<file path="src/rtl/sccb_init_sequencer.sv">
// rtl/sccb_init_sequencer.sv - walks a camera register-init table through an SCCB master
//
// Purpose: generates the SCCB bit clock and its mid-low pulse, fetches
// {sub_addr, data} entries from a synchronous ROM, issues one SCCB write per
// entry (optionally followed by a read-back and compare), honours delay
// entries and stops at the end marker or at the last table address.
//
// Ports:
//   XCLK, RST_N      clock, asynchronous active-low reset
//   init_req         pulse, starts a table walk when idle
//   init_busy        high while walking the table
//   init_done        sticky completion flag, cleared by an accepted init_req
//   err_cnt          read-back mismatch count, saturating at 255
//   tbl_addr         ROM address; tbl_data is valid one XCLK later
//   tbl_data         {sub_addr[15:8], data[7:0]}; FFFF = end, FFF0 = delay
//   sccb_start       master start, held until sccb_done
//   sccb_ip_addr     device ID with R/W bit
//   sccb_sub_addr    register address
//   sccb_data_in     write data
//   sccb_done        master done
//   sccb_data_out    master read data
//   SCCB_CLK         SCCB bit clock (low for the first half of each period)
//   SCCB_MID_PULSE   one-XCLK pulse in the middle of the SCCB_CLK low phase
module sccb_init_sequencer #(
  parameter int          CLK_DIV   = 100,
  parameter logic [7:0]  DEV_ID    = 8'h42,
  parameter int          TBL_AW    = 8,
  parameter bit          VERIFY    = 1'b1,
  parameter logic [23:0] DELAY_CYC = 24'd1_000_000
) (
  input  logic              XCLK,
  input  logic              RST_N,
  input  logic              init_req,
  output logic              init_busy,
  output logic              init_done,
  output logic [7:0]        err_cnt,
  output logic [TBL_AW-1:0] tbl_addr,
  input  logic [15:0]       tbl_data,
  output logic              sccb_start,
  output logic [7:0]        sccb_ip_addr,
  output logic [7:0]        sccb_sub_addr,
  output logic [7:0]        sccb_data_in,
  input  logic              sccb_done,
  input  logic [7:0]        sccb_data_out,
  output logic              SCCB_CLK,
  output logic              SCCB_MID_PULSE
);

  localparam int               CNT_W    = $clog2(2 * CLK_DIV);
  localparam logic [CNT_W-1:0] CNT_MAX  = CNT_W'(2 * CLK_DIV - 1);
  localparam logic [CNT_W-1:0] CNT_HALF = CNT_W'(CLK_DIV);
  localparam logic [CNT_W-1:0] CNT_MID  = CNT_W'(CLK_DIV / 2);

  localparam logic [15:0]       ENT_END   = 16'hFFFF;
  localparam logic [15:0]       ENT_DELAY = 16'hFFF0;
  localparam logic [TBL_AW-1:0] ADDR_LAST = {TBL_AW{1'b1}};
  localparam logic [7:0]        RD_ID     = DEV_ID | 8'h01;

  typedef enum logic [3:0] {
    S_IDLE,
    S_FETCH,
    S_DECODE,
    S_WR_START,
    S_WR_WAIT,
    S_WR_REL,
    S_RD_START,
    S_RD_WAIT,
    S_RD_REL,
    S_CHECK,
    S_DELAY,
    S_NEXT,
    S_DONE
  } state_t;

  // ---------------------------------------------------------------------------
  // SCCB bit-clock divider. The clock and pulse registers are loaded from the
  // next count so they line up with cnt_q itself rather than lagging it.
  // ---------------------------------------------------------------------------
  logic [CNT_W-1:0] cnt_q;
  logic [CNT_W-1:0] cnt_d;
  logic             sccb_clk_q;
  logic             mid_pulse_q;

  always_comb begin
    cnt_d = (cnt_q == CNT_MAX) ? '0 : cnt_q + CNT_W'(1);
  end

  always_ff @(posedge XCLK or negedge RST_N) begin
    if (!RST_N) begin
      cnt_q       <= '0;
      sccb_clk_q  <= 1'b1;
      mid_pulse_q <= 1'b0;
    end else begin
      cnt_q       <= cnt_d;
      sccb_clk_q  <= (cnt_d >= CNT_HALF);
      mid_pulse_q <= (cnt_d == CNT_MID);
    end
  end

  assign SCCB_CLK       = sccb_clk_q;
  assign SCCB_MID_PULSE = mid_pulse_q;

  // ---------------------------------------------------------------------------
  // Table-walk FSM
  // ---------------------------------------------------------------------------
  state_t            state_q;
  logic              busy_q;
  logic              done_q;
  logic [7:0]        err_cnt_q;
  logic [TBL_AW-1:0] tbl_addr_q;
  logic              start_q;
  logic [7:0]        ip_addr_q;
  logic [7:0]        sub_addr_q;
  logic [7:0]        data_in_q;
  logic [7:0]        rd_data_q;
  logic [23:0]       dly_q;

  always_ff @(posedge XCLK or negedge RST_N) begin
    if (!RST_N) begin
      state_q    <= S_IDLE;
      busy_q     <= 1'b0;
      done_q     <= 1'b0;
      err_cnt_q  <= 8'd0;
      tbl_addr_q <= '0;
      start_q    <= 1'b0;
      ip_addr_q  <= DEV_ID;
      sub_addr_q <= 8'd0;
      data_in_q  <= 8'd0;
      rd_data_q  <= 8'd0;
      dly_q      <= 24'd0;
    end else begin
      case (state_q)
        S_IDLE: begin
          if (init_req) begin
            tbl_addr_q <= '0;
            done_q     <= 1'b0;
            err_cnt_q  <= 8'd0;
            busy_q     <= 1'b1;
            state_q    <= S_FETCH;
          end
        end
        // tbl_addr_q is on the ROM bus this cycle; the entry arrives next cycle.
        S_FETCH: state_q <= S_DECODE;
        S_DECODE: begin
          if (tbl_data == ENT_END) begin
            state_q <= S_DONE;
          end else if (tbl_data == ENT_DELAY) begin
            dly_q   <= DELAY_CYC;
            state_q <= S_DELAY;
          end else begin
            sub_addr_q <= tbl_data[15:8];
            data_in_q  <= tbl_data[7:0];
            ip_addr_q  <= DEV_ID;
            state_q    <= S_WR_START;
          end
        end
        S_WR_START: begin
          start_q <= 1'b1;
          state_q <= S_WR_WAIT;
        end
        S_WR_WAIT: begin
          if (sccb_done) begin
            start_q <= 1'b0;
            state_q <= S_WR_REL;
          end
        end
        // The master only drops done on a mid pulse with start low, so waiting
        // here guarantees start is never re-raised against a stale done.
        S_WR_REL: begin
          if (!sccb_done) begin
            state_q <= VERIFY ? S_RD_START : S_NEXT;
          end
        end
        S_RD_START: begin
          ip_addr_q <= RD_ID;
          start_q   <= 1'b1;
          state_q   <= S_RD_WAIT;
        end
        S_RD_WAIT: begin
          if (sccb_done) begin
            rd_data_q <= sccb_data_out;
            start_q   <= 1'b0;
            state_q   <= S_RD_REL;
          end
        end
        S_RD_REL: begin
          if (!sccb_done) begin
            state_q <= S_CHECK;
          end
        end
        S_CHECK: begin
          if ((rd_data_q != data_in_q) && (err_cnt_q != 8'hFF)) begin
            err_cnt_q <= err_cnt_q + 8'd1;
          end
          ip_addr_q <= DEV_ID;
          state_q   <= S_NEXT;
        end
        S_DELAY: begin
          if (dly_q == 24'd0) begin
            state_q <= S_NEXT;
          end else begin
            dly_q <= dly_q - 24'd1;
          end
        end
        // The last table slot is treated as an implicit end marker.
        S_NEXT: begin
          if (tbl_addr_q == ADDR_LAST) begin
            state_q <= S_DONE;
          end else begin
            tbl_addr_q <= tbl_addr_q + TBL_AW'(1);
            state_q    <= S_FETCH;
          end
        end
        S_DONE: begin
          busy_q  <= 1'b0;
          done_q  <= 1'b1;
          state_q <= S_IDLE;
        end
        default: state_q <= S_IDLE;
      endcase
    end
  end

  assign init_busy     = busy_q;
  assign init_done     = done_q;
  assign err_cnt       = err_cnt_q;
  assign tbl_addr      = tbl_addr_q;
  assign sccb_start    = start_q;
  assign sccb_ip_addr  = ip_addr_q;
  assign sccb_sub_addr = sub_addr_q;
  assign sccb_data_in  = data_in_q;

endmodule

</file>
<file path="config.mk">
export PLATFORM = sky130hd
export DESIGN_NAME = sccb_init_sequencer
export DESIGN_NICKNAME = d
export VERILOG_FILES = /design/src/rtl/sccb_init_sequencer.sv
export SDC_FILE = /design/constraint.sdc
export NUM_CORES = 1
export LEC_CHECK = 0
export CELL_PAD_IN_SITES_DETAIL_PLACEMENT = 1
export CELL_PAD_IN_SITES_GLOBAL_PLACEMENT = 1
export CORE_UTILIZATION = 42
export CTS_CLUSTER_DIAMETER = 200
export DETAILED_ROUTE_END_ITERATION = 6
export GPL_ROUTABILITY_DRIVEN = 0
export PLACE_DENSITY = 0.92
export SLEW_MARGIN = 10
export SYNTH_ARGS = -nofsm -noshare
export SYNTH_HDL_FRONTEND = slang
export SYNTH_SLANG_ARGS = --single-unit
</file>
<file path="constraint.sdc">
create_clock -name XCLK -period 2.55 [get_ports XCLK]
set_input_delay 0.51 -clock XCLK [delete_from_list [all_inputs] [get_ports XCLK]]
set_output_delay 0.51 -clock XCLK [all_outputs]
set_load 0.02 [all_outputs]
</file>
# Yosys cells after proc, flatten, opt, wreduce, memory -nomap -nowiden
# Cells that the tools add are included.
# classes
n_addsub,4
order_cmp,1
n_eq_ne,32
mux,29
bitwise,2
reduce_logical,20
# op_table
cell,n
$mux 24,3
$mux 8,6
$pmux 24 s2,1
$pmux 4 s12,1
$mux 4,9
$eq 16x16->1 const B,2
$pmux 8 s2,2
$add 8x1->8 const B,3
$logic_not 24->1,1
$ne 2x2->1 const B,12
$pmux 8 s3,1
$sub 24x1->24 const B,1
$eq 4x4->1 const B,5
$eq 4x3->1 const B,4
$eq 8x8->1 const B,2
$reduce_and 3->1,4
$reduce_bool 2->1,5
$eq 4x2->1 const B,2
$eq 8x6->1 const B,1
$ge 8x7->1 const B,1
$ne 8x8->1,1
$ne 8x8->1 const B,1
$pmux 1 s2,3
$reduce_and 2->1,3
other kinds (10),14
# totals
ff_bits,89
inputBits,28
output_inout_bits,45
word_cells,102

# Logic depth before layout (Yosys ltp)
# depth
ltp_word,4
depth_mapped,7

# Worst setup path after synthesis
# Ideal clock, no wire load.
# synth_path
path_type,input port to flip-flop
startpoint,input port tbl_data[1]
endpoint,"register data_in_q[6], in the netlist sccb_data_in[6]"
setup_time_ns,0.125
arrival_time_ns,2.001
required_time_ns,2.425
slack_ns,0.424
stages,5
path_buffers,1
path_cell_list,or4_4 > a2111oi_4 > nor2_4 > buf_6 > mux2_4
# synth_between
elab_chain_cells,3
# synth_rtl
item,line_no,source
from (decl),38,"input logic [15:0] tbl_data,"
$eq 16x16->1 (on tied branches),"147, 145",
$not 1->1 (no source line),--,
$reduce_and 3->1 (no source line) (*),--,
to (signal assigned),152,data_in_q <= tbl_data[7:0];
to (decl),114,logic [7:0] data_in_q;
# Every way passes the cells marked *; elsewhere a longest branch is shown, timed or not.
# A chain may end at the register's enable or synchronous reset.

# Worst setup path in the final report
# layout_path
startpoint,register dly_q[20]
endpoint,register state_q[0]
# layout_between
elab_chain_cells,3
# layout_rtl
item,line_no,source
from (decl),116,logic [23:0] dly_q;
from (signal assigned),202,dly_q <= dly_q - 24'd1;
$logic_not 24->1,199,if (dly_q == 24'd0) begin
$ne 2x2->1 (no source line),--,
$reduce_and 6->1 (no source line),--,
to (signal assigned),171,state_q <= VERIFY ? S_RD_START : S_NEXT;
to (decl),106,state_t state_q;
# No other way between the ends.

==> results by group <==
Timing
  • TNS Setup: 0 ns
  • Max Freq: 437 MHz
  • Fin. max-slew vios: 0
  • RSZ-0062 raised after global routing: false
  • Final worst slack: 0.263 ns
  • Worst-Margin Slew: 0.964 ns
  • Tcrit/Tclk final: 0.897
  • Rel. slew slack: 0.357
  • Crit path time final: 2.29 ns
  • Hold Vio Cnt, Final: 0
  • Final setup fails: 0
  • Layout Skew: 0.0129 ns

Final layout
  • ANT cells: 0
  • Fillers: 1091
  • Share of post-route cells with drive strength above 1: 0.178
  • Post-Layout Cell Count: 634
  • Syn-to-layout area delta: 26.5%
  • Most frequent cells in the layout: dfrtp_1 (81), clkdlybuf4s50_1 (64), nand2_1 (30)
  • Most common cell after layout, fill and taps aside: dfrtp_1
  • Layout Nets: 530

Setup path
  • CP endpoint kind: flip-flop
  • Critical Path Start Type: flip-flop
  • Reg2reg end: state_q[0]
  • Arrival time at the worst endpoint: 2.55 ns
  • R2r setup slk: 0.26 ns
  • Worst-path fanout max: 7
  • Crit-path cells: nor4_2 -> nand4b_1 -> buf_4 -> o21a_1 -> a311oi_2 -> mux2_2
  • Critical Path Max Stage Delay: 0.45 ns
  • Critical path data required time: 2.81 ns
  • Setup Crit Path Kind: reg2reg
  • Reg2Reg Depth: 6
  • Slowest CP cell: dfrtp_1
  • FF-to-FF Start: dly_q[20]

Logic synthesis
  • Number of enable flip-flop cells after synthesis: 0
  • Ys async rst share: 1.00
  • Top cells by area, synth: dfrtp_1 (46%), mux2_2 (4.4%), mux2_4 (3.4%), xnor2_1 (3.2%), nand2_1 (2.6%)
  • Post-Synthesis Cells: 410
  • Synthesis Warnings: 0
  • Synth Register Bits: 82
  • Count of cell types in the netlist: 68
  • Avg Inst Size Synth: 10.7 sq um
  • Area leader, netlist: dfrtp_1
  • Top-area cell type share of the netlist area: 0.464
  • Dominant synthesized flop cell: dfrtp_1
  • Seq/Total Area, Yosys: 0.470
  • Mapped cell area: 0.00437 sq mm

Floorplanning
  • Top-level I/O count: 73
  • Die Area: 0.0108 sq mm
  • DIE WIDTH: 104 um
  • Initial Util: 0.441
  • Core Rows: 36
  • Placeable Area: 0.00991 sq mm
  • Die height: 104 um

Place
  • Post-Place Setup Slack: -0.0232 ns
  • DP HPWL: 9480 um
  • Cells after DPL: 617
  • Buffers on Ports: 65

GRT
  • Vias in the first global route: 4217
  • GR Overflow Total: 0
  • Antenna violations before repair: 0
  • Pin count of the biggest net entering global routing: 51
  • First-pass GRT wire length: 23300 um
  • Gr usage total: 0.278

Routing
  • Starting DRT DRC Count: 317
  • DRT Wirelength: 14300 um
  • Residual DRC: 0
  • DR vias: 3818
  • Avg WL per Cell: 22.6 um
  • Pre-antenna DRT Iters: 5
  • Antenna viol nets, final: 0
  • DR vias/cell: 6.02

Power and ir drop
  • Peak VDD IR: 0.599 mV
  • Pleak: 2.16 nW
  • P per Cell Area: 967 mW/mm^2

Clocking
  • Hold_buf cts: 0
  • Clock buffer depth: 2
  • CTS tree: yes
  • Htree depth: 3
  • Root Buffer: clkbuf_8
  • Worst-path clk slew: 0.10 ns
  • Worst-skew pair later-pin latency: 0.38 ns
  • Sink Count: 82
  • TritonCTS buffer count: 9

Status
  • Status: completed

Hold path
  • HP Class: in2async

Run
  • Max-Cap Viols: 0
-- power by group --
part	switching [mW]	total [mW]	internal, mW
clock	0.547	1.11	0.560
sequential	0.335	1.97	1.63
combinational	1.19	2.27	1.08
-- final cells by class --
cell class,instances,area [sq um],area share
multi-input combinational,301,2180,0.394
inverter,10,37.5,0.00679
sequential,82,2050,0.372
clock inverter,7,101,0.0183
clock buffer,9,124,0.0224
timing repair buffer,92,863,0.156
tap,133,166,0.0301
-- per-layer routing --
layer | GRT usage | up-vias | part of all wire
li1 | - | 1686 | -
met4 | 0.134 | 0 | 0.033
met3 | 0.0451 | 38 | 0.044
met1 | 0.330 | 1937 | 0.40
met2 | 0.490 | 157 | 0.53
met5 | 0 | - | 0
-- worst max-delay path by stage --
| stage | start | endpoint | slack (ns) |
|---|---|---|---|
| after global placement | tbl_data[1] | sccb_sub_addr[6] | 0.03 |
| after detailed placement | tbl_data[1] | sccb_sub_addr[5] | -0.02 |
| final | dly_q[20] | state_q[0] | 0.26 |
| after CTS | dly_q[20] | state_q[0] | 0.15 |
| after global routing | dly_q[20] | state_q[0] | 0.13 |
| after floorplan | tbl_data[1] | sccb_data_in[6] | 0.42 |
-- repair_timing --
| action | 4_1_cts | 5_1_grt |
|---|---|---|
| cloned | 0 | 0 |
| gates resized for setup | 1 | 0 |
| endpoints found under the setup margin | 1 | 3 |
| buffers inserted | 0 | 1 |
| hold endpoints to repair | 0 | 0 |
| pin swaps | 0 | 1 |
-- through the flow --
| step | area (sq um) | utilization | power (mW) | hold WS [ns] |
|---|---|---|---|---|
| final | 5530 | 0.558 | 5.34 | 0.165 |
| after global routing | 5530 | 0.558 | 5.55 | 0.212 |
| after CTS | 5520 | 0.557 | 5.33 | 0.183 |
| after detailed placement | 5290 | 0.533 | 4.16 | 0.478 |
| after global placement | 5290 | 0.533 | 3.98 | 0.467 |
| after floorplan | 4390 | - | 3.25 | 0.214 |
-- synth_stat cells, drive strengths merged, types with 7 or more instances --
cell / count
nand3: 16
mux2: 27
dfrtp: 81
nand2b: 7
nor4: 12
nand2: 30
or4: 10
buf: 16
or3: 8
nor2: 24
nand4: 17
xor2: 10
mux2i: 7
o211ai: 7
inv: 10
xnor2: 16
nor3: 11
a21oi: 10
o21ai: 19
-- registers in the layout, indices dropped and copies added (netlist names), 4 cells and up --
name and count:
dly_q 24, cnt_q 8, err_cnt 8, rd_data_q 8
sccb_data_in 8, sccb_sub_addr 8, tbl_addr 8, state_q 4
-- worst max-delay path: cells and delay by family (launching register included) --
family	cells	cell delay, ns
and+or+nand+nor	2	0.55
buffers and inverters	1	0.19
AOI/OAI and AO/OA	2	0.59
DFF	1	0.45
muxes	1	0.40
-- logic make-up after synthesis --
| family | after synthesis | share of synthesized area |
|---|---|---|
| flip-flops | 82 | 0.470 |
| AND/OR/NAND/NOR | 160 | 0.218 |
| multiplexers | 34 | 0.0942 |
| adder cells (fa/ha/maj) | 6 | 0.0172 |
| AO/OA/AOI/OAI | 68 | 0.110 |
| XOR/XNOR | 26 | 0.0521 |
| other | 2 | 0.00172 |
| buffers and inverters | 32 | 0.0369 |
(Power assumes the default switching activity.)
